File: config.mk
export PLATFORM = sky130hd
export DESIGN_NAME = qar_mem_arbiter
export DESIGN_NICKNAME = d
export VERILOG_FILES = /design/src/rtl/qar_mem_arb_pkg.sv /design/src/rtl/qar_sat_counter.sv /design/src/rtl/qar_mem_arbiter.sv
export SDC_FILE = /design/constraint.sdc
export NUM_CORES = 1
export LEC_CHECK = 0
export BUFFER_PORTS_ARGS = -buffer_cell sky130_fd_sc_hd__buf_2
export CORE_MARGIN = 4
export CORE_UTILIZATION = 50
export CTS_CLUSTER_SIZE = 8
export DETAILED_ROUTE_END_ITERATION = 12
export GPL_ROUTABILITY_DRIVEN = 1
export GPL_TIMING_DRIVEN = 0
export PLACE_DENSITY = 0.85
export SETUP_SLACK_MARGIN = 0.2
export SLEW_MARGIN = 20
export SYNTH_ARGS = -nofsm -noshare
export SYNTH_HDL_FRONTEND = slang
export SYNTH_SLANG_ARGS = --single-unit
File: constraint.sdc
create_clock -name clk -period 8.05 [get_ports clk]
set_input_delay 1.61 -clock clk [delete_from_list [all_inputs] [get_ports clk]]
set_output_delay 1.61 -clock clk [all_outputs]
set_load 0.05 [all_outputs]
File: src/rtl/qar_mem_arb_pkg.sv
// Shared definitions for the QAR-Core memory arbiter: FSM encoding,
// grant identifiers and the data value returned with a bus error.
package qar_mem_arb_pkg;

    typedef enum logic [1:0] {
        ST_IDLE = 2'd0,
        ST_BUS  = 2'd1,
        ST_RESP = 2'd2
    } state_t;

    localparam logic        GNT_I     = 1'b0;
    localparam logic        GNT_D     = 1'b1;
    localparam logic [31:0] ERR_RDATA = 32'h0;

    // Bits needed to hold max_val (at least one bit).
    function automatic int cnt_width(input int max_val);
        return (max_val < 2) ? 1 : $clog2(max_val + 1);
    endfunction

endpackage

File: src/rtl/qar_sat_counter.sv
// Saturating up-counter with synchronous clear (clear wins over increment).
module qar_sat_counter
#(
    parameter int WIDTH = 8
) (
    input  logic             clk,
    input  logic             rst,
    input  logic             inc,
    input  logic             clr,
    output logic [WIDTH-1:0] cnt
);

    // Count up on inc, hold at all-ones, return to zero on clr.
    always_ff @(posedge clk or posedge rst) begin
        if (rst) begin
            cnt <= '0;
        end else if (clr) begin
            cnt <= '0;
        end else if (inc && (cnt != {WIDTH{1'b1}})) begin
            cnt <= cnt + WIDTH'(1);
        end
    end

endmodule

File: src/rtl/qar_mem_arbiter.sv
// Two-port (fetch/data) arbiter in front of one single-port memory fabric.
// One transaction at a time: IDLE picks a winner, BUS holds the downstream
// request until m_ready or timeout, RESP pulses the winner's ready.
module qar_mem_arbiter
    import qar_mem_arb_pkg::*;
#(
    parameter int ADDR_WIDTH     = 32,
    parameter int DATA_WIDTH     = 32,
    parameter int STARVE_LIMIT   = 4,
    parameter int TIMEOUT_CYCLES = 64
) (
    input  logic                  clk,
    input  logic                  rst,
    input  logic                  i_valid,
    input  logic [ADDR_WIDTH-1:0] i_addr,
    output logic                  i_ready,
    output logic [DATA_WIDTH-1:0] i_rdata,
    output logic                  i_err,
    input  logic                  d_valid,
    input  logic                  d_we,
    input  logic [ADDR_WIDTH-1:0] d_addr,
    input  logic [DATA_WIDTH-1:0] d_wdata,
    output logic                  d_ready,
    output logic [DATA_WIDTH-1:0] d_rdata,
    output logic                  d_err,
    output logic                  m_valid,
    output logic                  m_we,
    output logic [ADDR_WIDTH-1:0] m_addr,
    output logic [DATA_WIDTH-1:0] m_wdata,
    input  logic                  m_ready,
    input  logic [DATA_WIDTH-1:0] m_rdata,
    output logic                  grant_d
);

    localparam int STARVE_W = 8;
    localparam int TMO_W    = cnt_width(TIMEOUT_CYCLES);

    state_t                state, state_nxt;
    logic [STARVE_W-1:0]   starve_cnt;
    logic [TMO_W-1:0]      tmo_cnt;
    logic                  req_any;
    logic                  pick_d;
    logic                  tmo_hit;
    logic                  starve_inc, starve_clr;
    logic                  tmo_inc, tmo_clr;
    logic [DATA_WIDTH-1:0] rsp_data;
    logic                  rsp_err;

    logic                  m_valid_nxt, m_we_nxt, grant_d_nxt;
    logic [ADDR_WIDTH-1:0] m_addr_nxt;
    logic [DATA_WIDTH-1:0] m_wdata_nxt;
    logic                  i_ready_nxt, i_err_nxt, d_ready_nxt, d_err_nxt;
    logic [DATA_WIDTH-1:0] i_rdata_nxt, d_rdata_nxt;

    assign req_any = i_valid | d_valid;

    // Winner selection: data is preferred unless fetch has waited too long.
    always_comb begin
        pick_d = GNT_I;
        if (d_valid && !i_valid) begin
            pick_d = GNT_D;
        end else if (d_valid && i_valid) begin
            pick_d = (starve_cnt >= STARVE_W'(STARVE_LIMIT)) ? GNT_I : GNT_D;
        end
    end

    // A disabled timeout (0 cycles) never fires.
    assign tmo_hit = (TIMEOUT_CYCLES != 0) &&
                     (tmo_cnt == TMO_W'(TIMEOUT_CYCLES - 1));

    // Starvation tracks consecutive data wins over a waiting fetch.
    assign starve_inc = (state == ST_IDLE) && i_valid && (pick_d == GNT_D);
    assign starve_clr = (state == ST_IDLE) && (!i_valid || (pick_d == GNT_I));
    assign tmo_inc    = (state == ST_BUS);
    assign tmo_clr    = (state != ST_BUS);

    qar_sat_counter #(.WIDTH(STARVE_W)) u_starve_cnt (
        .clk (clk),
        .rst (rst),
        .inc (starve_inc),
        .clr (starve_clr),
        .cnt (starve_cnt)
    );

    qar_sat_counter #(.WIDTH(TMO_W)) u_tmo_cnt (
        .clk (clk),
        .rst (rst),
        .inc (tmo_inc),
        .clr (tmo_clr),
        .cnt (tmo_cnt)
    );

    // State register.
    always_ff @(posedge clk or posedge rst) begin
        if (rst) begin
            state <= ST_IDLE;
        end else begin
            state <= state_nxt;
        end
    end

    // Next-state logic; m_ready in the expiry cycle also ends BUS.
    always_comb begin
        state_nxt = state;
        case (state)
            ST_IDLE: if (req_any) state_nxt = ST_BUS;
            ST_BUS:  if (m_ready || tmo_hit) state_nxt = ST_RESP;
            ST_RESP: state_nxt = ST_IDLE;
            default: state_nxt = ST_IDLE;
        endcase
    end

    // Response payload: read data on success, zero for writes and errors.
    assign rsp_err  = !m_ready;
    assign rsp_data = (m_ready && !m_we) ? m_rdata : DATA_WIDTH'(ERR_RDATA);

    // Next values of every registered output.
    always_comb begin
        m_valid_nxt = (state_nxt == ST_BUS);
        m_we_nxt    = m_we;
        m_addr_nxt  = m_addr;
        m_wdata_nxt = m_wdata;
        grant_d_nxt = grant_d;
        i_ready_nxt = 1'b0;
        i_rdata_nxt = '0;
        i_err_nxt   = 1'b0;
        d_ready_nxt = 1'b0;
        d_rdata_nxt = '0;
        d_err_nxt   = 1'b0;
        case (state)
            ST_IDLE: begin
                if (req_any) begin
                    grant_d_nxt = pick_d;
                    if (pick_d == GNT_D) begin
                        m_we_nxt    = d_we;
                        m_addr_nxt  = d_addr;
                        m_wdata_nxt = d_wdata;
                    end else begin
                        m_we_nxt    = 1'b0;
                        m_addr_nxt  = i_addr;
                        m_wdata_nxt = '0;
                    end
                end
            end
            ST_BUS: begin
                if (state_nxt == ST_RESP) begin
                    if (grant_d == GNT_D) begin
                        d_ready_nxt = 1'b1;
                        d_rdata_nxt = rsp_data;
                        d_err_nxt   = rsp_err;
                    end else begin
                        i_ready_nxt = 1'b1;
                        i_rdata_nxt = rsp_data;
                        i_err_nxt   = rsp_err;
                    end
                end
            end
            default: ;
        endcase
    end

    // Output registers; reset clears them immediately, abandoning any access.
    always_ff @(posedge clk or posedge rst) begin
        if (rst) begin
            m_valid <= 1'b0;
            m_we    <= 1'b0;
            m_addr  <= '0;
            m_wdata <= '0;
            grant_d <= 1'b0;
            i_ready <= 1'b0;
            i_rdata <= '0;
            i_err   <= 1'b0;
            d_ready <= 1'b0;
            d_rdata <= '0;
            d_err   <= 1'b0;
        end else begin
            m_valid <= m_valid_nxt;
            m_we    <= m_we_nxt;
            m_addr  <= m_addr_nxt;
            m_wdata <= m_wdata_nxt;
            grant_d <= grant_d_nxt;
            i_ready <= i_ready_nxt;
            i_rdata <= i_rdata_nxt;
            i_err   <= i_err_nxt;
            d_ready <= d_ready_nxt;
            d_rdata <= d_rdata_nxt;
            d_err   <= d_err_nxt;
        end
    end

endmodule

=== Word level (Yosys, flattened, before mapping) ===
Index checks and enable logic that the tools add are counted.
Widths: inputs -> output; s select.

* Register bits after elaboration: 152
* Bits in latches: 0
* Memory bits (writable): 0
* ROM bits: 0
* Output and inout port bits: 135
* Logic and storage cells: 75
* Memories: 0

* Add/subtract/negate cells: 2
* Multiply operators: 0
* Div/mod/pow operators: 0
* $lt $le $gt $ge: 1
* Equal/unequal tests: 7
* Shifts and indexed selects: 0
* Multiplexer cells: 32
* Bitwise operators: 2
* Reduce and logical (&&, ||, !) cells: 17

{| class="wikitable"
|+ Operators by type and width
! operator !! number
|-
| $mux 32 || 9
|-
| $mux 1 || 16
|-
| $mux 8 || 2
|-
| $mux 7 || 2
|-
| $add 8x1->8 const B || 1
|-
| $ge 8x3->1 const B || 1
|-
| $logic_and 1x1->1 || 8
|-
| $ne 8x8->1 const B || 1
|-
| $add 7x1->7 const B || 1
|-
| $eq 7x6->1 const B || 1
|-
| $ne 7x7->1 const B || 1
|-
| $eq 2x1->1 const B || 2
|-
| $mux 2 || 2
|-
| $pmux 2 s2 || 1
|-
| $reduce_bool 2->1 || 2
|-
| $logic_not 1->1 || 3
|-
| $eq 2x2->1 const B || 1
|-
| $logic_not 2->1 || 1
|-
| $logic_or 1x1->1 || 2
|-
| $ne 2x1->1 const B || 1
|-
| $reduce_and 2->1 || 1
|-
| $not 1->1 || 1
|-
| $or 1x1->1 || 1
|}

=== Depth between registers and ports, before layout ===
Gate-level depths: netlist of the first run.

* Word-level depth: 8
* Depth in mapped cells: 6

=== Hierarchy ===
From an unflattened synthesis of the first run, not the netlist that was laid out.

* Cell total of the unflattened synthesis: 443
* Area total of the unflattened synthesis: 5,973.2 µm²

{| class="wikitable"
|+ Modules (own cells, without submodules)
! module !! instances !! cells each !! area an instance (µm²) !! sequential area each (µm²)
|-
| qar_mem_arbiter || 1 || 356 || 5,068.6 || 3,428.3
|-
| qar_sat_counter at u_starve_cnt || 1 || 49 || 504.2 || 200.2
|-
| qar_sat_counter at u_tmo_cnt || 1 || 38 || 400.4 || 175.2
|}

=== Worst setup path before layout of the first run ===
No wires, ideal clock.

* Path type: input -> register
* Start: input d_valid
* End: register m_wdata[15]
* Data arrival time: 2.414 ns
* Data required time: 7.929 ns
* Path slack: 5.515 ns
* Stages on the path: 5
* Cells stage by stage: nor3b_2 a21oi_2 nor3_4 buf_6 a22o_1

* Cells in the longest elaborated chain, start to end: 4

{| class="wikitable"
|+ RTL lines
! item !! RTL line !! text
|-
| start: declaration || qar_mem_arbiter.sv:19 || <nowiki>input logic d_valid,</nowiki>
|-
| $logic_and 1x1->1 || qar_mem_arbiter.sv:62 || <nowiki>end else if (d_valid && i_valid) begin</nowiki>
|-
| $mux 1 || qar_mem_arbiter.sv:62 ||
|-
| $mux 1 || qar_mem_arbiter.sv:60 || <nowiki>if (d_valid && !i_valid) begin</nowiki>
|-
| $mux 32 || qar_mem_arbiter.sv:134 || <nowiki>if (pick_d == GNT_D) begin</nowiki>
|-
| end signal: assignment || qar_mem_arbiter.sv:180 || <nowiki>m_wdata <= m_wdata_nxt;</nowiki>
|-
| end: declaration || qar_mem_arbiter.sv:29 || <nowiki>output logic [DATA_WIDTH-1:0] m_wdata,</nowiki>
|}

Parallel ways exist; a longest one is shown, timed or not.
A chain may end at the register's enable or synchronous reset.

=== Worst setup path after layout of the first run ===
* Start: register grant_d
* End: output grant_d

{| class="wikitable"
|+ RTL lines
! item !! RTL line !! text
|-
| start: declaration || qar_mem_arbiter.sv:32 || <nowiki>output logic grant_d</nowiki>
|-
| start signal: assignment || qar_mem_arbiter.sv:181 || <nowiki>grant_d <= grant_d_nxt;</nowiki>
|}

No word-level cell between the ends.

==> flow_summary.yaml, run 1 <==
pwr:
  p_seq_frac: 0.322
  switching_power_mw: 1.58
  intPower_mw: 1.87
  total_design_power_mw: 3.45
  p_leak_nw: 4.28
  clock_power_share: 0.233
  p_sw_frac: 0.457
  power-per-cell-area_mw_per_mm2: 435
  maximum_vdd_ir_drop_mv: 0.370
  power.share.combinational: 0.444
grt:
  first_global_vias: 5013
  largest_net_degree_at_the_start_of_global_routing: 81
  gr-usage-all-layers: 0.249
  antenna_found_initial: 0
  grt_remaining_overflow: 0
  wire_length_of_the_first_global_routing_pass_microns: 25400
floorplan:
  design.die.area_sq_mm: 0.0133
  chipWidth_microns: 115
  rows: 38
  io_pins: 269
  die_h_microns: 115
  initial_core_util: 0.521
  core_area_sq_mm: 0.0111
timing:
  max_clock_freq_mhz: 346
  final_max_slew_viol_count: 0
  finalCritPeriodShare: 0.359
  hold_viol_final: 0
  clock-skew-final_ps: 6.97
  max_slew_headroom_at_the_worst_pin: 0.629
  final-setup-viol-count: 0
  min_period_ps: 2890
  rsz0062_at_grt: "no"
  setup_total_negative_slack_ps: 0
  worst-slew-pin-transition_ps: 556
synthesis:
  ys_warnings: 0
  synth.cell_area_sq_mm: 0.00578
  synth_area_per_cell_sq_um: 12.0
  synth_cell_types: 41
  ys_seq_elements: 152
  yosys-top-cells-area: "sky130_fd_sc_hd__dfrtp_1 66%, sky130_fd_sc_hd__and2_1 6.9%, sky130_fd_sc_hd__a21oi_1 5.9%, sky130_fd_sc_hd__a22o_1 5.0%, sky130_fd_sc_hd__nor2_1 2.9%"
  yosysTopAreaCellShare: 0.658
  synthesis.nets: 620
  post_synth_inst_count: 483
  seq_area_frac_synth: 0.658
  synth_top_cell_by_area: "sky130_fd_sc_hd__dfrtp_1"
setup_path:
  timing.critical_path.buf_inv: 1
  worst-setup-path-type: "register to primary output"
  start_kind: "register"
  crit_path_max_incr_delay_ps: 520
  cp.depth: 1
  timing.reg2reg.worst_path_depth: 6
  cp_max_fo: 6
  crit_path_cell_trace: "buf_2"
  cp.arrival_ps: 1280
  critPathRequiredTime_ps: 6440
  cpLargestDelayFamily: "flip-flops"
  cp-end-kind: "primary output"
  crit_path_top_delay_cell: "sky130_fd_sc_hd__dfrtp_1"
clock_network:
  cts_hold_repair.buffers: 0
  cts_sinks: 152
  tritoncts: "built"
  post_cts.repair.setup_buffers: 0
  clock_tree.htree_level_count: 4
  clock_tree.root_cell: "sky130_fd_sc_hd__clkbuf_16"
  clock_buffers_created_by_tritoncts: 17
  path_clk_slew_ps: 60
  worst_skew_pair.late_latency_ps: 410
  buffers_from_clock_root_to_sink_at_most: 2
  cts_repair_resizes: 0
final_layout:
  most_common_library_cell_in_the_layout_ignoring_fill_and_taps: "sky130_fd_sc_hd__buf_2"
  antenna-diode-count: 0
  final_layout_size_suffix_gt1_frac: 0.425
  final_nets: 908
  final_cell_mix: "284 x sky130_fd_sc_hd__buf_2, 152 x sky130_fd_sc_hd__dfrtp_1, 68 x sky130_fd_sc_hd__a21oi_1"
  layout-area-overhead-vs-synth_pct: 37.4
  post_layout_nonfiller_instances: 924
place:
  post-dp-hpwl_microns: 12700
  dp_cell_count: 892
  place.port_buffers: 268
  gpl.final_weighted_congestion: 0.864
drt:
  detail_route.vias_per_cell: 5.17
  initialDrtViolationCount: 274
  dr_total_vias: 4778
  met3RoutedLength_microns: 1770
  routedWlPerCell_microns: 17.9
  drt-met1-wl_microns: 5860
  top_layer: "met4"
  ant_nets: 0
  detailroute.wirelength.met2_microns: 8370
  drt_wl_total_microns: 16500
  remaining_drc_errors: 0
  drt-pass1-iter-count: 4
outcome:
  run_status: "finished clean"
flow_run:
  maxCapViolations: 0
hold_path:
  min-delay-path-class: "register to register"
  hold_path_depth: 1
## metrics by stage
stage	utilization	setup WS (ps)	instance area (sq um)	hold WS [ps]
final	0.716	5160	7940	498
after global routing	0.716	5090	7940	510
after CTS	0.716	5120	7940	503
after detailed placement	0.662	5080	7330	487
after global placement	0.658	1060	7290	485
after floorplan	-	2350	5780	478
## flip-flops by register name (all words and copies together), names as in the netlist
| signal | flops |
|---|---|
| m_we | 1 |
| d_rdata | 32 |
| u_tmo_cnt.cnt | 7 |
| i_ready | 1 |
| m_wdata | 32 |
| grant_d | 1 |
| m_valid | 1 |
| d_ready | 1 |
| m_addr | 32 |
| d_err | 1 |
| u_starve_cnt.cnt | 8 |
| i_rdata | 32 |
| i_err | 1 |
| state | 2 |
## final cells by class
class                      instances  area [sq um]
buffer                            26           154
inverter                           7          33.8
clock inverter                    11           146
clock buffer                      21           460
tap                              140           175
multi-input combinational        298          1790
timing repair buffer             269          1370
fill                             809          3140
sequential                       152          3800
## routing by layer
metal	up-vias	track usage
li1	2214	-
met1	2296	0.279
met2	230	0.423
met3	38	0.102
met4	0	0.104
met5	-	0
## cells in the mapped netlist (all sizes together)
master    n
dfrtp   152
a21oi    69
and2     64
nor2     45
nand2    37
a22o     33
buf      24
inv       7
o21ai     7
a31oi     5
nand3     4
nor4      4
ha        3
nor2b     3
nor3      3
o31ai     3
xnor2     3
a21o      2
clkbuf    2
mux2i     2
nor3b     2
a311oi    1
a41oi     1
and3      1
nand2b    1
nand4     1
o21a      1
o311ai    1
or3       1
or4       1
## power by group through the flow
stage               combinational [mW]  clock (mW)  sequential, mW
finish                            1.53       0.805            1.11
global route                      1.63       0.860            1.14
CTS                               1.55       0.820            1.11
detailed placement                1.54           0            1.12
global placement                  1.51           0            1.11
floorplan                        0.433           0            1.81
## worst paths after layout
| path | startpoint | endpoint | slack (ps) |
|---|---|---|---|
| worst max-delay path | grant_d | grant_d | 5160 |
| worst min-delay path | m_wdata[19] | m_wdata[19] | 500 |
| worst max register to register | state[0] | m_addr[4] | 6270 |
| worst min register to register | m_wdata[19] | m_wdata[19] | 500 |
| max in group asynchronous | rst | m_addr[22] | 6060 |
| min in group asynchronous | rst | i_rdata[13] | 1240 |
## kinds of logic (layout without fill, tap and decap cells)
logic type	after synthesis	after routing	synth area share
AOI/OAI and AO/OA	123	123	0.139
muxes	2	2	0.00347
DFF	152	152	0.658
adders and majority gates	3	3	0.00650
and+or+nand+nor	167	167	0.157
xor gates and xnor gates	3	3	0.00455
buffers and inverters	33	334	0.0312
(Power assumes the default switching activity.)
==> run 2: changes to the inputs <==
--- a/config.mk
+++ b/config.mk
@@ -5,14 +5,15 @@
 export SDC_FILE = /design/constraint.sdc
 export NUM_CORES = 1
 export LEC_CHECK = 0
+export ABC_AREA = 1
 export BUFFER_PORTS_ARGS = -buffer_cell sky130_fd_sc_hd__buf_2
 export CORE_MARGIN = 4
-export CORE_UTILIZATION = 50
+export CORE_UTILIZATION = 44
 export CTS_CLUSTER_SIZE = 8
 export DETAILED_ROUTE_END_ITERATION = 12
 export GPL_ROUTABILITY_DRIVEN = 1
 export GPL_TIMING_DRIVEN = 0
-export PLACE_DENSITY = 0.85
+export PLACE_DENSITY = 0.76
 export SETUP_SLACK_MARGIN = 0.2
 export SLEW_MARGIN = 20
 export SYNTH_ARGS = -nofsm -noshare
==> constraint.sdc (replaced) <==
create_clock -name clk -period 2.3 [get_ports clk]
set_input_delay 0.46 -clock clk [delete_from_list [all_inputs] [get_ports clk]]
set_output_delay 0.46 -clock clk [all_outputs]
set_load 0.05 [all_outputs]
==> run 2 against run 1 <==
  * Setup slack lost 4600 ps
  * Count of clock-buffer cells in the layout is the same
  * Synthesized cell count rose by 66%
  * Largest cell class unchanged
  * Sequential share of layout area decreased by 5.8 points
  * Sequential cell count unchanged
  * Cell count increased by 40%
  * Routed wire length is 10% higher
  * Non-clock buffer count up 21
  * First-iteration DRC count is 49% higher
==> flow_summary.yaml, run 2 <==
synthesis:
  synth_area_per_cell_sq_um: 8.43
  synth-async-reset-ratio: 1.00
  yosysTopAreaCellShare: 0.561
  ys_seq_elements: 152
  synth-adder-area-share: 0.00554
  synth_top_cell_by_area: "sky130_fd_sc_hd__dfrtp_1"
  synth.cell_area_sq_mm: 0.00678
  synth.cells.most_frequent: "242 x sky130_fd_sc_hd__nand2_1, 152 x sky130_fd_sc_hd__dfrtp_1, 114 x sky130_fd_sc_hd__inv_1"
  yosys_most_used_dff: "sky130_fd_sc_hd__dfrtp_1"
  largest_family_of_logic_cells_by_synthesized_area: "simple AND/OR/NAND/NOR gates"
  post-synth-top-count-cell: "sky130_fd_sc_hd__nand2_1"
  count_of_flip_flops_with_a_built_in_enable_after_synthesis: 0
  ys_warnings: 0
  seq_area_frac_synth: 0.561
  synthesis.nets: 941
  post_synth_inst_count: 804
  synthesized_area_fraction_occupied_by_xor_and_xnor_cells: 0.00258
  yosys.area_share.simple: 0.318
  synth_cell_types: 27
  yosys-top-cells-area: "sky130_fd_sc_hd__dfrtp_1 56%, sky130_fd_sc_hd__nand2_1 13%, sky130_fd_sc_hd__nand3_1 7.8%, sky130_fd_sc_hd__inv_1 6.3%, sky130_fd_sc_hd__nor2_4 5.0%"
  fraction_of_the_mapped_netlist_area_in_compound_gates: 0.00941
  synth.area.mux_share: 0
drt:
  detail_route.vias_per_cell: 4.64
  remaining_drc_errors: 0
  routedWlPerCell_microns: 14.0
  drt_wl_total_microns: 18200
  initialDrtViolationCount: 409
  drt-pass1-iter-count: 5
  dr_total_vias: 6016
  ant_nets: 0
pwr:
  total_design_power_mw: 12.2
  p_leak_nw: 5.32
  power-per-cell-area_mw_per_mm2: 1350
  maximum_vdd_ir_drop_mv: 0.588
clock_network:
  cts_sinks: 152
  path_clk_slew_ps: 60
  buffers_from_clock_root_to_sink_at_most: 2
  post_cts.repair.setup_buffers: 0
  cts_hold_repair.buffers: 0
  tritoncts: "built"
  clock_buffers_created_by_tritoncts: 17
  clock_tree.htree_level_count: 4
  worst_skew_pair.late_latency_ps: 410
  cts_repair_resizes: 0
  clock_tree.root_cell: "sky130_fd_sc_hd__clkbuf_16"
floorplan:
  chipWidth_microns: 132
  design.die.area_sq_mm: 0.0175
  die_h_microns: 132
  io_pins: 269
  rows: 45
  core_area_sq_mm: 0.0151
  initial_core_util: 0.448
outcome:
  run_status: "finished clean"
final_layout:
  layout-area-overhead-vs-synth_pct: 33.3
  final_layout_size_suffix_gt1_frac: 0.328
  final_cell_mix: "284 x sky130_fd_sc_hd__buf_2, 242 x sky130_fd_sc_hd__nand2_1, 152 x sky130_fd_sc_hd__dfrtp_1"
  most_common_library_cell_in_the_layout_ignoring_fill_and_taps: "sky130_fd_sc_hd__buf_2"
  fin_util: 0.597
  final_nets: 1231
setup_path:
  r2r_start: "u_tmo_cnt.cnt[0]"
  cp_max_fo: 10
  start_kind: "register"
  cp.arrival_ps: 1990
  worst-setup-path-type: "register to register"
  cp-end-kind: "register"
  timing.critical_path.from: "u_tmo_cnt.cnt[0]"
  critPathRequiredTime_ps: 2580
grt:
  first_global_vias: 5965
  grt_remaining_overflow: 0
  largest_net_degree_at_the_start_of_global_routing: 36
  wire_length_of_the_first_global_routing_pass_microns: 29600
  gr-usage-all-layers: 0.210
  antenna_found_initial: 1
timing:
  min_period_ps: 1710
  max_slew_headroom_at_the_worst_pin: 0.650
  max_clock_freq_mhz: 584
  final_max_slew_viol_count: 0
  hold_viol_final: 0
  rsz0062_at_grt: "no"
  holdWs_ps: 86.0
  setup_total_negative_slack_ps: 0
  finalCritPeriodShare: 0.744
  clock-skew-final_ps: 8.45
  final-setup-viol-count: 0
  worst-slew-pin-transition_ps: 524
flow_run:
  maxCapViolations: 0
hold_path:
  min-delay-path-class: "input port to asynchronous set/reset pin"
place:
  post-dp-hpwl_microns: 13500
  place.port_buffers: 267
  gpl.final_weighted_congestion: 0.827
==> run 2: changes by cell type after synthesis, moves of 33 or more <==
cell	delta
sky130_fd_sc_hd__nand2_1	+205
sky130_fd_sc_hd__inv_1	+107
sky130_fd_sc_hd__nand3_1	+101
sky130_fd_sc_hd__nor2_1	+39
sky130_fd_sc_hd__a22o_1	-33
sky130_fd_sc_hd__a21oi_1	-68
sky130_fd_sc_hd__and2_1	-64
==> run 2: power by group <==
| part | internal [mW] | switching (mW) |
|---|---|---|
| clock network | 1.74 | 1.07 |
| logic | 1.26 | 4.36 |
| registers | 3.39 | 0.347 |
| total | 6.39 | 5.78 |
==> run 2: final timing paths <==
path | endpoint | cells past startpoint | slack [ps]
hold reg to reg | m_addr[20] | 2 | 470
setup reg to reg | d_rdata[17] | 10 | 590
max in group asynchronous | i_rdata[29] | 5 | 1180
hold / removal | m_wdata[4] | 2 | 90
min in group clk | m_wdata[14] | 3 | 240
setup / recovery | d_rdata[17] | 10 | 590
==> run 2: critical path: stages, from the launching register on <==
cell and delay [ps]:
sky130_fd_sc_hd__dfrtp_1 400, sky130_fd_sc_hd__ha_1 230, sky130_fd_sc_hd__nand2_1 90, sky130_fd_sc_hd__inv_2 40, sky130_fd_sc_hd__nand3_2 90, sky130_fd_sc_hd__nor2_4 40
sky130_fd_sc_hd__inv_2 60, sky130_fd_sc_hd__nand2_4 60, sky130_fd_sc_hd__nand2_4 80, sky130_fd_sc_hd__clkbuf_1 400, sky130_fd_sc_hd__nor2_1 90
==> run 2: area by class of cell <==
cell class / count / area [sq um]
tap: 188 / 235
inverter: 121 / 458
clock inverter: 11 / 148
clock buffer: 21 / 450
sequential: 152 / 3800
buffer: 45 / 250
timing repair buffer: 271 / 1420
multi-input combinational: 486 / 2270
antenna: 1 / 2.50
fill: 1354 / 6110
==> run 2: cell families after synthesis <==
family                   Yosys count
XOR/XNOR                           2
AO/OA/AOI/OAI                     12
AND/OR/NAND/NOR                  469
flip-flops                       152
buffers and inverters            166
adder cells (fa/ha/maj)            3
==> run 2: through the flow <==
step / std cells / cell area (sq um) / worst slack, ps
after floorplan: 804 / 6780 / -76.9
after global placement: 1259 / 8360 / -1000
after detailed placement: 1263 / 8440 / 483
after CTS: 1295 / 9030 / 556
after global routing: 1296 / 9040 / 438
final: 1296 / 9040 / 588
==> run 2: per-layer routing <==
metal  track usage  wire length (microns)  up-vias
met5             0                      0        -
met2         0.357                   8880      230
li1              -                      -     2997
met1         0.256                   7350     2764
met3        0.0664                   1660       25
met4        0.0683                    300        0
==> run 3: changes to the inputs <==
--- a/config.mk
+++ b/config.mk
@@ -8,12 +8,12 @@
 export ABC_AREA = 1
 export BUFFER_PORTS_ARGS = -buffer_cell sky130_fd_sc_hd__buf_2
 export CORE_MARGIN = 4
-export CORE_UTILIZATION = 44
+export CORE_UTILIZATION = 49
 export CTS_CLUSTER_SIZE = 8
 export DETAILED_ROUTE_END_ITERATION = 12
 export GPL_ROUTABILITY_DRIVEN = 1
 export GPL_TIMING_DRIVEN = 0
-export PLACE_DENSITY = 0.76
+export PLACE_DENSITY = 0.81
 export SETUP_SLACK_MARGIN = 0.2
 export SLEW_MARGIN = 20
 export SYNTH_ARGS = -nofsm -noshare
==> constraint.sdc (replaced) <==
create_clock -name clk -period 1.7 [get_ports clk]
set_input_delay 0.34 -clock clk [delete_from_list [all_inputs] [get_ports clk]]
set_output_delay 0.34 -clock clk [all_outputs]
set_load 0.05 [all_outputs]
==> run 3 against run 2 <==
  * Global-route usage is 3.2 points higher
  * Register-to-register slack worse by 410 ps
  * Setup slack worse by 410 ps
  * Sequential power is 36% higher
  * Fmax is 13% higher
  * Combinational power is 47% higher
  * Count of clock-buffer cells in the layout is 3 lower
  * Sequential cell count stayed put
  * Clock power is 36% higher
  * Worst hold slack worse by 64 ps
  * Critical path type unchanged
  * Routed wire length is 8.8% higher
==> flow_summary.yaml, run 3 (synthesized netlist as in run 2, its figures left out) <==
grt:
  antenna_found_initial: 0
  wire_length_of_the_first_global_routing_pass_microns: 30700
  first_global_vias: 6178
  largest_net_degree_at_the_start_of_global_routing: 35
  grt_remaining_overflow: 0
  gr-usage-all-layers: 0.242
drt:
  remaining_drc_errors: 0
  drt-pass1-iter-count: 6
  dr_total_vias: 6280
  ant_nets: 0
  initialDrtViolationCount: 388
  routedWlPerCell_microns: 15.2
  drt_wl_total_microns: 19800
  detail_route.vias_per_cell: 4.83
timing:
  final_critical_path_setup_slack_ps: 180
  finalCritPeriodShare: 0.894
  rsz0062_at_grt: "yes"
  holdWs_ps: 21.9
  worst-slew-pin-transition_ps: 701
  min_period_ps: 1520
  max_clock_freq_mhz: 658
  hold_viol_final: 0
  setup_total_negative_slack_ps: 0
  clock-skew-final_ps: 8.78
  max_slew_headroom_at_the_worst_pin: 0.532
  final-setup-viol-count: 0
  final_max_slew_viol_count: 0
setup_path:
  cp_max_fo: 2
  cpLargestDelayFamily: "simple AND/OR/NAND/NOR gates"
  crit_path_top_delay_cell: "sky130_fd_sc_hd__dfrtp_1"
  critPathRequiredTime_ps: 2000
  crit_path_cell_trace: "ha_2 -> buf_4 -> buf_4 -> and3_1 -> or2_2 -> nand3_2 -> nand2_1"
  cp-end-kind: "register"
  crit_top_cell: "sky130_fd_sc_hd__buf_4"
  worst-setup-path-type: "register to register"
  cp.arrival_ps: 1820
  timing.critical_path.buf_inv: 2
  start_kind: "register"
  crit_path_max_incr_delay_ps: 390
floorplan:
  initial_core_util: 0.506
  die_h_microns: 126
  chipWidth_microns: 126
  design.die.area_sq_mm: 0.0158
  io_pins: 269
  rows: 42
  core_area_sq_mm: 0.0134
clock_network:
  clock_tree.root_cell: "sky130_fd_sc_hd__clkbuf_16"
  cts_sinks: 152
  worst_skew_pair.late_latency_ps: 420
  clock_tree.htree_level_count: 4
  cts_hold_repair.buffers: 0
  tritoncts: "built"
  path_clk_slew_ps: 70
  clock_buffers_created_by_tritoncts: 17
  buffers_from_clock_root_to_sink_at_most: 2
pwr:
  power-per-cell-area_mw_per_mm2: 1820
  p_leak_nw: 5.50
  maximum_vdd_ir_drop_mv: 0.817
  total_design_power_mw: 17.2
final_layout:
  fin_util: 0.704
  final_cell_mix: "280 x sky130_fd_sc_hd__buf_2, 240 x sky130_fd_sc_hd__nand2_1, 151 x sky130_fd_sc_hd__dfrtp_1"
  final_layout_size_suffix_gt1_frac: 0.372
  layout-area-overhead-vs-synth_pct: 39.1
  antenna-diode-count: 0
  final_nets: 1249
  final_area_sq_mm: 0.00943
  most_common_library_cell_in_the_layout_ignoring_fill_and_taps: "sky130_fd_sc_hd__buf_2"
  post_layout_nonfiller_instances: 1301
flow_run:
  maxCapViolations: 0
place:
  place.port_buffers: 267
  gpl.final_weighted_congestion: 0.874
  post_dp_cell_area_sq_mm: 0.00842
  pre_cts_slack_ps: -39.3
  post-dp-hpwl_microns: 14200
  dp_cell_count: 1251
outcome:
  run_status: "finished clean"
hold_path:
  min-delay-path-class: "input port to asynchronous set/reset pin"
## run 3: cell types whose count changed in the layout (fill, tap and decap cells not counted), sizes merged
cell      change
clkinvlp      -1
clkbuf        -5
inv           +5
buf          +20
bufinv        -1
diode         -1
## run 3: worst paths after layout
| check | startpoint | slack [ps] | cells after the start | end |
|---|---|---|---|---|
| setup / recovery | u_tmo_cnt.cnt[0] | 180 | 7 | u_tmo_cnt.cnt[4] |
| hold / removal | rst | 20 | 2 | m_wdata[25] |
| setup reg to reg | u_tmo_cnt.cnt[0] | 180 | 7 | u_tmo_cnt.cnt[4] |
| hold reg to reg | m_addr[28] | 470 | 2 | m_addr[28] |
| max in group asynchronous | rst | 830 | 4 | d_rdata[27] |
| min in group clk | d_wdata[11] | 120 | 3 | m_wdata[11] |
## run 3: routing by layer
layer,GRT usage,vias to the layer above,wire (microns)
li1,-,3032,-
met1,0.290,2934,7490
met4,0.0918,0,518
met3,0.0809,42,1940
met2,0.408,272,9850
met5,0,-,0
## run 3: power by group
group,internal [mW],switching (mW),total (mW)
Combinational,2.11,6.17,8.28
Sequential,4.58,0.498,5.08
Clock,2.24,1.58,3.83
## run 3: timing repair
| action | in CTS | in global routing |
|---|---|---|
| setup buffers | 7 | 5 |
| gates resized for setup | 22 | 65 |
| pin swaps | 3 | 4 |
| gates cloned | 2 | 4 |
| hold endpoints to repair | 0 | 0 |
| endpoints found under the setup margin | 122 | 130 |
## run 3: worst register-to-register path: cells and delay by family (launching register included)
family / cells / cell delay, ps
adder cells (fa/ha/maj): 1 / 200
buffers and inverters: 2 / 260
AND/OR/NAND/NOR: 4 / 570
flip-flops: 1 / 390
## run 3: cell type report
class / instances / area [sq um]
clock inverter: 14 / 160
fill: 1045 / 3970
tap: 176 / 220
timing repair buffer: 289 / 1640
inverter: 121 / 469
buffer: 45 / 328
clock buffer: 18 / 439
sequential: 152 / 3800
multi-input combinational: 486 / 2370
